$ cat src/rtl/demux_pkg.sv
// Shared types and defaults for the demux_sched controller.
//   state_e    : controller state (IDLE waits for a word, HOLD presents it)
//   *_DEF      : default channel count, select width and data width
//   MODE_RR    : mode value for round-robin target selection
//   MODE_DIR   : mode value for directed target selection (uses dest)
package demux_pkg;

  typedef enum logic {
    IDLE = 1'b0,
    HOLD = 1'b1
  } state_e;

  localparam int N_OUT_DEF = 8;
  localparam int SEL_W_DEF = 3;
  localparam int DW_DEF    = 8;

  localparam logic MODE_RR  = 1'b0;
  localparam logic MODE_DIR = 1'b1;

endpackage

$ cat src/rtl/demux_sched_if.sv
// Bus bundle between the upstream source, the scheduler and the N downstream
// channels that share one data bus.
//   mode, dest, in_valid, in_data, in_ready : upstream valid/ready side
//   out_ready, out_valid, out_data, sel     : shared downstream side
// master : the environment (upstream source plus downstream channels)
// slave  : the scheduler itself
interface demux_sched_if
  import demux_pkg::*;
#(
  parameter int N_OUT = N_OUT_DEF,
  parameter int SEL_W = SEL_W_DEF,
  parameter int DW    = DW_DEF
);

  logic             mode;
  logic [SEL_W-1:0] dest;
  logic             in_valid;
  logic [DW-1:0]    in_data;
  logic             in_ready;
  logic [N_OUT-1:0] out_ready;
  logic [N_OUT-1:0] out_valid;
  logic [DW-1:0]    out_data;
  logic [SEL_W-1:0] sel;

  modport master (
    output mode, dest, in_valid, in_data, out_ready,
    input  in_ready, out_valid, out_data, sel
  );

  modport slave (
    input  mode, dest, in_valid, in_data, out_ready,
    output in_ready, out_valid, out_data, sel
  );

endinterface

$ cat src/rtl/rr_find_first.sv
// Rotating priority search: returns the first set bit of req, scanning from
// index start upward and wrapping past N_OUT-1 back to 0.
//   req   : request vector, one bit per channel
//   start : index with highest priority
//   idx   : first requesting index at or after start (start when none)
//   found : at least one request bit is set
// Purely combinational.
module rr_find_first #(
  parameter int N_OUT = 8,
  parameter int SEL_W = 3
) (
  input  logic [N_OUT-1:0] req,
  input  logic [SEL_W-1:0] start,
  output logic [SEL_W-1:0] idx,
  output logic             found
);

  logic [2*N_OUT-1:0] req_dbl;
  logic [N_OUT-1:0]   req_rot;

  // Doubling the vector turns the wrap-around scan into a plain shift:
  // bit i of req_rot is channel (start + i) mod N_OUT.
  assign req_dbl = {req, req} >> start;
  assign req_rot = req_dbl[N_OUT-1:0];

  always_comb begin
    // NOTE: every output gets a default before the loop so that no path
    // leaves it unassigned, which would otherwise infer a latch.
    idx   = start;
    found = 1'b0;
    // Scan from the far end so the lowest rotated offset is written last.
    for (int i = N_OUT - 1; i >= 0; i--) begin
      if (req_rot[i]) begin
        idx   = SEL_W'((int'(start) + i) % N_OUT);
        found = 1'b1;
      end
    end
  end

endmodule

$ cat src/rtl/demux_sched.sv
// Scheduler for a 1-to-N output demultiplexer. Holds one upstream word and
// presents it to exactly one channel, chosen by dest (directed mode) or by
// round-robin over the channels ready at accept time. A word nobody accepts
// within TIMEOUT cycles is dropped and counted.
//   clk      : rising-edge clock
//   rst_n    : synchronous active-low reset
//   bus      : upstream and downstream handshake bundle (slave side)
//   busy     : a word is currently held
//   drop_cnt : saturating count of words dropped by timeout
module demux_sched
  import demux_pkg::*;
#(
  parameter int N_OUT   = N_OUT_DEF,
  parameter int SEL_W   = SEL_W_DEF,
  parameter int DW      = DW_DEF,
  parameter int TIMEOUT = 16
) (
  input  logic          clk,
  input  logic          rst_n,
  demux_sched_if.slave  bus,
  output logic          busy,
  output logic [7:0]    drop_cnt
);

  localparam int CNT_W = (TIMEOUT > 1) ? $clog2(TIMEOUT) : 1;

  state_e           state_q;
  logic [SEL_W-1:0] sel_q;
  logic [SEL_W-1:0] rr_ptr_q;
  logic [N_OUT-1:0] out_valid_q;
  logic [DW-1:0]    data_q;
  logic             mode_q;
  logic [CNT_W-1:0] wait_q;
  logic [7:0]       drop_cnt_q;

  logic [SEL_W-1:0] rr_idx;
  logic             rr_found;
  logic [SEL_W-1:0] accept_sel;
  logic [SEL_W-1:0] ptr_after;
  logic             handshake;
  logic             timeout_hit;

  rr_find_first #(
    .N_OUT (N_OUT),
    .SEL_W (SEL_W)
  ) u_rr_find_first (
    .req   (bus.out_ready),
    .start (rr_ptr_q),
    .idx   (rr_idx),
    .found (rr_found)
  );

  // With no ready channel in RR mode the word still waits on rr_ptr.
  assign accept_sel = (bus.mode == MODE_DIR) ? bus.dest
                    : (rr_found ? rr_idx : rr_ptr_q);

  assign ptr_after = (int'(sel_q) == N_OUT - 1) ? '0 : sel_q + SEL_W'(1);

  // Only the selected channel's ready matters; out_valid_q is one-hot at
  // sel_q throughout HOLD, so it need not appear in the term.
  assign handshake   = (state_q == HOLD) && bus.out_ready[sel_q];
  assign timeout_hit = (TIMEOUT != 0) && (wait_q == CNT_W'(TIMEOUT - 1));

  always_ff @(posedge clk) begin
    // NOTE: all state is assigned non-blocking so every register samples
    // pre-edge values regardless of statement order.
    if (!rst_n) begin
      state_q     <= IDLE;
      sel_q       <= '0;
      rr_ptr_q    <= '0;
      out_valid_q <= '0;
      data_q      <= '0;
      mode_q      <= MODE_RR;
      wait_q      <= '0;
      drop_cnt_q  <= '0;
    end else begin
      case (state_q)
        IDLE: begin
          if (bus.in_valid) begin
            state_q     <= HOLD;
            data_q      <= bus.in_data;
            mode_q      <= bus.mode;
            sel_q       <= accept_sel;
            out_valid_q <= N_OUT'(1) << accept_sel;
            wait_q      <= '0;
          end
        end
        HOLD: begin
          // A handshake on the timeout cycle takes priority over the drop.
          if (handshake || timeout_hit) begin
            state_q     <= IDLE;
            out_valid_q <= '0;
            wait_q      <= '0;
            if (mode_q == MODE_RR) begin
              rr_ptr_q <= ptr_after;
            end
            if (!handshake && (drop_cnt_q != 8'hFF)) begin
              drop_cnt_q <= drop_cnt_q + 8'd1;
            end
          end else begin
            wait_q <= wait_q + CNT_W'(1);
          end
        end
        default: state_q <= IDLE;
      endcase
    end
  end

  // Gating with rst_n keeps in_ready low during the reset cycle itself.
  assign bus.in_ready  = rst_n && (state_q == IDLE);
  assign bus.out_valid = out_valid_q;
  assign bus.out_data  = data_q;
  assign bus.sel       = sel_q;
  assign busy          = (state_q == HOLD);
  assign drop_cnt      = drop_cnt_q;

endmodule

$ cat src/flat_wrapper.sv
// flat-port wrapper written by rule: the top's interface ports become plain ports
module demux_sched_flat import demux_pkg::*;
#(
  parameter int N_OUT   = N_OUT_DEF,
  parameter int SEL_W   = SEL_W_DEF,
  parameter int DW      = DW_DEF,
  parameter int TIMEOUT = 16
)
  (clk, rst_n, busy, drop_cnt, bus_mode, bus_dest, bus_in_valid, bus_in_data, bus_out_ready, bus_in_ready, bus_out_valid, bus_out_data, bus_sel);
  demux_sched_if #(.N_OUT(N_OUT), .SEL_W(SEL_W), .DW(DW)) bus_i ();
  input  logic clk;
  input  logic rst_n;
  output logic busy;
  output logic [7:0] drop_cnt;
  input wire logic [$bits(bus_i.mode)-1:0] bus_mode;
  input wire logic [$bits(bus_i.dest)-1:0] bus_dest;
  input wire logic [$bits(bus_i.in_valid)-1:0] bus_in_valid;
  input wire logic [$bits(bus_i.in_data)-1:0] bus_in_data;
  input wire logic [$bits(bus_i.out_ready)-1:0] bus_out_ready;
  output wire logic [$bits(bus_i.in_ready)-1:0] bus_in_ready;
  output wire logic [$bits(bus_i.out_valid)-1:0] bus_out_valid;
  output wire logic [$bits(bus_i.out_data)-1:0] bus_out_data;
  output wire logic [$bits(bus_i.sel)-1:0] bus_sel;
  assign bus_i.mode = bus_mode;
  assign bus_i.dest = bus_dest;
  assign bus_i.in_valid = bus_in_valid;
  assign bus_i.in_data = bus_in_data;
  assign bus_i.out_ready = bus_out_ready;
  assign bus_in_ready = bus_i.in_ready;
  assign bus_out_valid = bus_i.out_valid;
  assign bus_out_data = bus_i.out_data;
  assign bus_sel = bus_i.sel;
  demux_sched #(.N_OUT(N_OUT), .SEL_W(SEL_W), .DW(DW), .TIMEOUT(TIMEOUT)) u_core (.clk(clk), .rst_n(rst_n), .bus(bus_i), .busy(busy), .drop_cnt(drop_cnt));
endmodule
$ cat config.mk
export PLATFORM = sky130hd
export DESIGN_NAME = demux_sched_flat
export DESIGN_NICKNAME = d
export VERILOG_FILES = /design/src/rtl/demux_pkg.sv /design/src/rtl/demux_sched_if.sv /design/src/rtl/rr_find_first.sv /design/src/rtl/demux_sched.sv /design/src/flat_wrapper.sv
export SDC_FILE = /design/constraint.sdc
export NUM_CORES = 1
export LEC_CHECK = 0
export ABC_AREA = 1
export BUFFER_PORTS_ARGS = -buffer_cell sky130_fd_sc_hd__buf_2
export CAP_MARGIN = 20
export CORE_MARGIN = 2
export CORE_UTILIZATION = 27
export CTS_CLUSTER_DIAMETER = 100
export CTS_CLUSTER_SIZE = 8
export DETAILED_ROUTE_END_ITERATION = 8
export MAX_ROUTING_LAYER = met4
export PLACE_DENSITY_LB_ADDON = 0.3
export SLEW_MARGIN = 25
export SYNTH_ARGS = -nofsm -noshare
export SYNTH_HDL_FRONTEND = slang
export SYNTH_SLANG_ARGS = --single-unit
$ cat constraint.sdc
create_clock -name clk -period 1.8 [get_ports clk]
set_clock_uncertainty 0.05 [all_clocks]
set_input_delay 0.18 -clock clk [delete_from_list [all_inputs] [get_ports clk]]
set_output_delay 0.18 -clock clk [all_outputs]
set_load 0.005 [all_outputs]
# Word level (Yosys, flattened, before mapping)
# Index checks and enable logic that the tools add are counted.
[word_totals]
in_bits = 23
word_cells = 67
mem_count = 0
output_inout_bits = 29
mem_bits_ro = 0
latch_bits = 0
ram_bits = 0
reg_bits = 36
[op_classes]
eq_ne = 5
reduce_logical = 9
bitwise_logic = 2
multipliers = 0
div_mod_pow = 0
muxes = 30
n_lt_le_gt_ge = 1
n_shift = 2
add_sub_neg = 10
[ops]
columns = ["op", "count"]
rows = [
  ["$mux 3", 11],
  ["$mux 8", 2],
  ["$pmux 8 s2", 1],
  ["$shr 16x3->8", 1],
  ["$add 3x3->3 const B", 4],
  ["$mux 1", 11],
  ["$add 8x1->8 const B", 1],
  ["$mux 4", 2],
  ["$ne 8x8->1 const B", 1],
  ["$pmux 4 s2", 1],
  ["$shl 1x3->8 const A", 1],
  ["$add 3x1->3 const B", 2],
  ["$add 3x2->3 const B", 2],
  ["$reduce_and 3->1", 2],
  ["$add 4x1->4 const B", 1],
  ["$eq 4x4->1 const B", 1],
  ["$lt 3x4->1 const B", 1],
  ["$ne 2x2->1 const B", 2],
  ["$reduce_and 2->1", 2],
  ["$bmux 1 s3", 1],
  ["$eq 3x1->1 const B", 1],
  ["$logic_and 1x1->1", 3],
  ["$not 1->1", 2],
  ["$pmux 1 s2", 1],
  ["2 further kinds", 2],
]

# Depth between registers and ports, before layout
# Gate-level depths: netlist of run 1.
[logic_depth]
ltp_word = 14
mapped_depth = 21
mapped_depth_nobuf = 19

# By module
# Synthesis of run 1 repeated with hierarchy kept, for this count alone.
[hier_totals]
cells_unflattened = 390
area_unflattened_um2 = 2417.3
[modules_own_cells]
columns = ["module", "cells_each", "n_inst", "area_per_inst_um2", "seq_area_each_um2"]
rows = [
  ["demux_sched", 264, 1, 1760.4, 720.7],
  ["rr_find_first", 126, 1, 656.9, 0.0],
]

# Worst setup path after synthesis of run 1
# No wires, ideal clock.
[synth_timing]
kind = "register -> register"
from = "register u_core.rr_ptr_q[0]"
to = "register u_core.out_valid_q[3], in the netlist u_core.bus.out_valid[3]"
path_buffers = 2
synth_period_minus_slack_ns = 1.954
setup_time_ns = 0.070
setup_slack_ns = -0.154
arrival_ns = 1.833
stages_incl_launch_ff = 19
required_ns = 1.680
path_cell_list = "dfxtp_1 -> buf_6 -> inv_4 -> buf_12 -> nand2_2 -> nand3_2 -> nand2_2 -> nand2_1 -> nand2_2 -> inv_2 -> nor2_2 -> nand2_1 -> nor2_2 -> nor2_2 -> nand3_1 -> nand3_2 -> a21oi_2 -> nand3_1 -> a21oi_1"
[synth_via]
elab_chain_cells = 14
elab_cells_between_ends = 29
classes_between = "add/sub (7); shift (2); mux (20)"
[synth_rtl]
columns = ["element", "line", "rtl"]
rows = [
  ["start, declared", "demux_sched.sv:29", "logic [SEL_W-1:0] rr_ptr_q;"],
  ["start signal, assigned", "demux_sched.sv:95", "rr_ptr_q <= ptr_after;"],
  ["$add 3x3->3 or $shr 16x3->8 (tied branches)", "rr_find_first.sv:34, rr_find_first.sv:23", ""],
  ["$mux 3 or $mux 1 (tied branches) (8 in series)", "rr_find_first.sv:33", "if (req_rot[i]) begin"],
  ["$mux 3 *", "demux_sched.sv:55", ": (rr_found ? rr_idx : rr_ptr_q);"],
  ["$mux 3 *", "demux_sched.sv:54", "assign accept_sel = (bus.mode == MODE_DIR) ? bus.dest"],
  ["$shl 1x3->8 *", "demux_sched.sv:84", "out_valid_q <= N_OUT'(1) << accept_sel;"],
  ["$mux 8 *", "demux_sched.sv:79", "if (bus.in_valid) begin"],
  ["$pmux 8 s2 *", "demux_sched.sv:77", "case (state_q)"],
  ["end signal, assigned", "demux_sched.sv:84", ""],
  ["end, declared", "demux_sched.sv:30", "logic [N_OUT-1:0] out_valid_q;"],
]
# Every way passes the cells marked *; elsewhere a longest branch is shown, timed or not. The select of a mux whose other input is x is not followed.
# A chain may end at the register's enable or synchronous reset.

# Worst setup path in the final report of run 1
[layout_timing]
from = "register u_core.rr_ptr_q[0]"
to = "register u_core.out_valid_q[1], in the netlist u_core.bus.out_valid[1]"
# Same word-level chain as after synthesis.

==> flow_summary_export.csv, run 1 <==
group,metric,value,unit
min_path,hold_start,"bus_in_data[3]",
setup_path,r2r-start,"u_core.rr_ptr_q[0]",
setup_path,ff2ff_path_depth,18,
setup_path,crit_path_start_kind,"register",
timing,rsz0062_at_grt,"yes",
finish,n_antenna_cell,0,
setup_path,worstPathCellList,"buf_12, nand2_8, nand3_4, nand2_1, nand2_1, nand2_2, nand2_1, nand2_1, nand2_1, nand2_1, nand2_1, nand2_2, nand2_2, nand2_2, nand3_4, a21oi_4, nand3_1, a21oi_2",
floorplan,die_h,96.7,µm
finish,nets,471,
power,vdd_drop_max,0.465,mV
run,maxCapViolCount,0,
setup_path,crit_family,"simple AND/OR/NAND/NOR gates",
cts,cts_max_path_buffers,2,
timing,max-slew-margin-rel,77.9,%
power,p_leak,1.63,nW
route,avgRoutedWirePerCell,12.2,µm
setup_path,crit_path_max_fanout,6,
setup_path,r2r_end,"u_core.bus.out_valid[1]",
timing,whs,96.0,ps
cts,clk_pin_slew,70,ps
timing,fin_crit,2070,ps
setup_path,critPathArrivalTime,2250,ps
placed_design,dp_hpwl,5040,µm
placed_design,portBuffers,51,
yosys,synthesis.nets,379,
route,first_iter_violations,93,
cts,cts_buffers,5,
setup_path,path_class,"reg2reg",
timing,timing.fmax,0.482,GHz
yosys,ys_warn_count,0,
timing,tightest_slew,331,ps
finish,layout.cells.non_filler,548,
yosys,syn-cell-area,0.00232,mm²
timing,fin_crit_sh,115,%
min_path,hold_end,"u_core.bus.out_data[3]",
floorplan,row_count,33,
power,powerDensity,638,mW/mm²
cts,htreeDepth,2,
route,drt-pass1-iter-count,4,
status,violations,"negative setup slack",
yosys,synthArstFlopShare,0,%
timing,finalHoldViolations,0,
timing,layout_setup_ws,-273,ps
global_route,grt_max_degree,22,
yosys,ys_types,32,
finish,area_growth,57.4,%
setup_path,crit_slowest_cell,"dfxtp_4",
setup_path,critPathBufInv,1,
floorplan,io_pins,52,
yosys,synth_cells,350,
placed_design,routabilityCongestion,0.895,
finish,drive_above_1_share,48.5,%
setup_path,endpoint_kind,"register",
cts,clk_latency,280,ps
finish,final_common_cell,"nand2_1",
yosys,synth-seq-cells,36,
yosys,yosysSeqAreaShare,31.1,%
route,vias,2556,
floorplan,core_area,0.00826,mm²
cts,cts_tree,"done",
cts,cts_sinks,36,
floorplan,initial_utilization,28.1,%
global_route,grt.overflow.total,0,
yosys,synth_edf_count,0,
setup_path,critPathMostFrequentCell,"nand2_1",
route,postRouteAntennaNets,0,
global_route,first_global_vias,2525,
global_route,antenna_found_initial,0,
finish,final_cell_mix,"nand2_1, buf_2, buf_4",
min_path,hold_path.class,"in2reg",
setup_path,critPathMaxStageDelay,390,ps
global_route,grt_usage,14.5,%
setup_path,rrSetupSlack,-270,ps
cts,cts-root-buf,"clkbuf_8",
route,drc,0,
status,status,"finished with violations",
min_path,whs_path_depth,3,
yosys,ys_dominant_reg_cell,"dfxtp_1",
timing,drv_slew,0,
route,wl,6700,µm
cts,ctsHoldBuffers,0,
placed_design,dp.cells,536,
global_route,grt_pass1_wl,11200,µm
route,via_per_inst,4.66,
timing,finalSetupViolCount,15,
floorplan,die_width,96.7,µm
yosys,synth.avg_cell_area,6.63,µm²
setup_path,required,1980,ps
floorplan,fp.dieArea,0.00935,mm²
[sequential cells by signal, indices dropped and copies added, names as in the netlist]
register	count
u_core.bus.sel	3
u_core.mode_q	1
u_core.bus.out_valid	8
u_core.wait_q	4
u_core.drop_cnt	8
u_core.bus.out_data	8
u_core.rr_ptr_q	3
u_core.busy	1
[routing by layer]
layer	GRT usage (%)	vias up	share of wire, %
li1	-	1330	-
met1	15.6	1197	41
met2	27.5	27	56
met3	2.10	2	2.1
met4	4.12	0	0.43
met5	-	-	0
[layout make-up]
type                            instances  area (µm²)
Clock buffer                            6        72.6
Fill cell                             860        4610
Clock inverter                          2        35.0
Timing Repair Buffer                   96         642
Timing Repair inverter                  1        7.51
Sequential cell                        36         731
Multi-Input combinational cell        271        1900
Tap cell                              105         131
Inverter                               31         133
[tightest hold or removal path, cell delays in order]
cell,delay [ps]
buf_2,70
o21ai_0,70
nor2_1,70
[how the worst max path moves through the flow]
stage | endpoint | from | depth (start not counted) | slack, ps
after floorplan | u_core.bus.out_valid[3] | u_core.rr_ptr_q[0] | 18 | -130
after global placement | u_core.bus.out_valid[3] | u_core.rr_ptr_q[0] | 16 | -350
after detailed placement | u_core.bus.out_valid[3] | u_core.rr_ptr_q[0] | 16 | -340
after CTS | u_core.bus.out_valid[4] | u_core.rr_ptr_q[0] | 18 | -270
after global routing | u_core.bus.out_valid[0] | u_core.rr_ptr_q[0] | 18 | -440
final | u_core.bus.out_valid[1] | u_core.rr_ptr_q[0] | 18 | -270
[metrics by stage]
stage	util [%]	power (mW)	TNS [ps]	area, µm²	setup slack (ps)
final	44.2	2.33	-2940	3650	-273
after global routing	44.2	2.47	-6680	3650	-436
after CTS	40.4	2.24	-3090	3330	-273
after detailed placement	35.7	1.46	-4690	2950	-342
after global placement	35.7	1.46	-4370	2950	-346
after floorplan	-	1.22	-1250	2320	-133
[cell usage after synthesis, drive strengths merged, types with 2 or more instances]
cell    count  area (µm²)
clkbuf      4        15.0
nand4       2        12.5
dfxtp      36         721
nand2      98         408
ha          6        75.1
inv        31         119
xnor2       5        43.8
o21ai      28         144
o221ai      2        17.5
buf         8        71.3
a211oi      2        15.0
nor2       43         174
nand3      47         290
a21oi      33         176
[kinds of logic (layout without fill, tap and decap cells)]
logic type                 count (synthesis)  count (layout)  share of synthesized area [%]
and+or+nand+nor                          192             192                           38.6
DFF                                       36              36                           31.1
xor gates and xnor gates                   6               6                           2.27
adders and majority gates                  6               6                           3.24
AOI/OAI and AO/OA                         67              67                           16.0
buffers and inverters                     43             136                           8.85
[power breakdown]
group | internal (mW) | total [mW] | switching [mW]
sequential | 0.835 | 0.866 | 0.0304
combinational | 0.336 | 0.781 | 0.445
clock | 0.411 | 0.683 | 0.273
[what timing repair did]
| action | 4_1_cts | 5_1_grt |
|---|---|---|
| gates cloned | 0 | 1 |
| pin swaps | 18 | 15 |
| endpoints found under the setup margin | 21 | 24 |
| resized for setup | 67 | 68 |
| setup buffers | 2 | 1 |
No activity file was read; power rests on OpenSTA's default activity.
==> inputs of run 2 (changes only) <==
--- a/config.mk
+++ b/config.mk
@@ -8,6 +8,7 @@
 export ABC_AREA = 1
 export BUFFER_PORTS_ARGS = -buffer_cell sky130_fd_sc_hd__buf_2
 export CAP_MARGIN = 20
+export CORE_ASPECT_RATIO = 1.1
 export CORE_MARGIN = 2
 export CORE_UTILIZATION = 27
 export CTS_CLUSTER_DIAMETER = 100
@@ -15,6 +16,7 @@
 export DETAILED_ROUTE_END_ITERATION = 8
 export MAX_ROUTING_LAYER = met4
 export PLACE_DENSITY_LB_ADDON = 0.3
+export REMOVE_ABC_BUFFERS = 1
 export SLEW_MARGIN = 25
 export SYNTH_ARGS = -nofsm -noshare
 export SYNTH_HDL_FRONTEND = slang
==> constraint.sdc (replaced) <==
create_clock -name clk -period 1.8 [get_ports clk]
set_clock_uncertainty 0.05 [all_clocks]
set_input_delay 0.18 -clock clk [delete_from_list [all_inputs] [get_ports clk]]
set_output_delay 0.18 -clock clk [all_outputs]
set_load 0.05 [all_outputs]
==> flow_summary_export.csv, run 2 (synthesized netlist as in run 1, its figures left out) <==
group,metric,value,unit
global_route,grt_util_met1,16.9,%
finish,nets,481,
setup_path,crit_path_max_fanout,8,
global_route,grt_max_degree,22,
route,first_iter_violations,53,
timing,finalHoldViolations,0,
min_path,hold_path.class,"in2reg",
setup_path,path_class,"reg2reg",
global_route,grt_usage,14.6,%
route,postRouteAntennaNets,0,
route,wl,6840,µm
setup_path,worstPathCellList,"buf_12, nand2_4, nand3_1, nand2_2, nand2_1, nand2_2, nand3_2, nor2_2, nor2_2, nand3_1, nand3_2, a21oi_4, nand3_1, a21oi_1",
setup_path,crit_slowest_cell,"dfxtp_4",
finish,n_antenna_cell,0,
timing,finalSetupViolCount,13,
setup_path,critPathMostFrequentCell,"nand3_1",
cts,ctsHoldBuffers,0,
global_route,antenna_found_initial,0,
setup_path,crit_family,"simple AND/OR/NAND/NOR gates",
global_route,first_global_vias,2440,
timing,fin_crit,2100,ps
cts,cts_buffers,5,
status,status,"finished with violations",
cts,cts_sinks,36,
floorplan,die_h,101,µm
cts,cts_max_path_buffers,2,
floorplan,io_pins,52,
placed_design,dp.cells,550,
route,via_per_inst,4.57,
cts,clk_latency,290,ps
timing,rsz0062_at_grt,"yes",
floorplan,fp.dieArea,0.00935,mm²
cts,htreeDepth,2,
cts,clk_pin_slew,80,ps
finish,fin_util,42.2,%
global_route,gr-usage-met3,1.56,%
setup_path,endpoint_kind,"register",
run,maxCapViolCount,0,
floorplan,die_width,92.4,µm
finish,final_cell_mix,"nand2_1, buf_4, buf_2",
finish,layout.cells.non_filler,564,
placed_design,portBuffers,51,
power,finalPower,2.47,mW
finish,drive_above_1_share,47.0,%
timing,timing.fmax,0.475,GHz
timing,fin_crit_sh,117,%
global_route,top_usage_layer,"met2",
route,avgRoutedWirePerCell,12.1,µm
finish,n_fill_cell,864,
timing,tightest_slew,411,ps
route,vias,2579,
floorplan,initial_utilization,27.7,%
floorplan,row_count,35,
placed_design,dp_hpwl,4940,µm
timing,layout_setup_ws,-304,ps
placed_design,dp_slack,-349,ps
cts,cts_tree,"done",
power,vdd_drop_max,0.465,mV
global_route,grt_pass1_wl,10800,µm
placed_design,routabilityCongestion,0.797,
setup_path,required,1970,ps
timing,drv_slew,0,
finish,final_common_cell,"nand2_1",
status,violations,"negative setup slack",
global_route,grt.overflow.total,0,
setup_path,critPathArrivalTime,2270,ps
route,drt-pass1-iter-count,4,
finish,area_growth,52.2,%
global_route,met2_usage,26.4,%
timing,setup_tns,-3140,ps
cts,cts-root-buf,"clkbuf_8",
setup_path,critPathBufInv,1,
power,p_leak,1.68,nW
setup_path,crit_path_start_kind,"register",
floorplan,core_area,0.00836,mm²
route,drc,0,
setup_path,critPathMaxStageDelay,380,ps
timing,max-slew-margin-rel,72.5,%
power,powerDensity,699,mW/mm²
[run 2: cell types whose count changed in the layout (fill, tap and decap cells not counted), sizes merged]
cell      before  now
buf           96  107
clkbuf         6    7
clkinv         1    0
clkinvlp       2    0
inv           30   31
[run 2: power by group]
group	leakage, nW	total [mW]	switching (mW)	internal [mW]
logic	1.31	0.818	0.504	0.315
clock network	0.0645	0.782	0.293	0.489
registers	0.296	0.867	0.0317	0.836
[run 2: what timing repair did]
item,CTS,global route
pin swaps,9,20
buffers inserted,1,5
gates resized for setup,39,64
cloned,0,0
setup endpoints to repair,23,27
[run 2: metal layers]
| layer | part of all wire (%) | vias up |
|---|---|---|
| met5 | 0 | - |
| met4 | 1.2 | 0 |
| met3 | 2.9 | 9 |
| met2 | 52 | 42 |
| met1 | 44 | 1178 |
| li1 | - | 1350 |
[run 2: worst paths after layout]
check / startpoint / to / slack, ps / cells after the start
setup reg to reg: u_core.rr_ptr_q[0] / u_core.bus.out_valid[3] / -300 / 14
setup / recovery: u_core.rr_ptr_q[0] / u_core.bus.out_valid[3] / -300 / 14
hold reg to reg: u_core.bus.out_valid[2] / u_core.bus.out_valid[2] / 420 / 2
hold / removal: bus_in_data[2] / u_core.bus.out_data[2] / 80 / 3
[run 2: worst min-delay path, stage by stage]
cell     delay, ps
buf_2           70
o21ai_0         70
nor2_1          70
[run 2: stage by stage]
step / hold WS (ps) / area, µm²
3_5_place_dp: 388 / 3020
2_1_floorplan: 252 / 2230
6_report: 82.1 / 3530
5_1_grt: 93.4 / 3530
3_3_place_gp: 384 / 3020
4_1_cts: 79.7 / 3280
[run 2: area by class of cell]
| type | count | area (µm²) | area share, % |
|---|---|---|---|
| multi-input combinational | 271 | 1700 | 48.1 |
| sequential | 36 | 733 | 20.8 |
| timing repair buffer | 107 | 704 | 20.0 |
| tap | 111 | 139 | 3.93 |
| inverter | 31 | 129 | 3.65 |
| clock buffer | 7 | 96.3 | 2.73 |
| clock inverter | 1 | 30.0 | 0.850 |
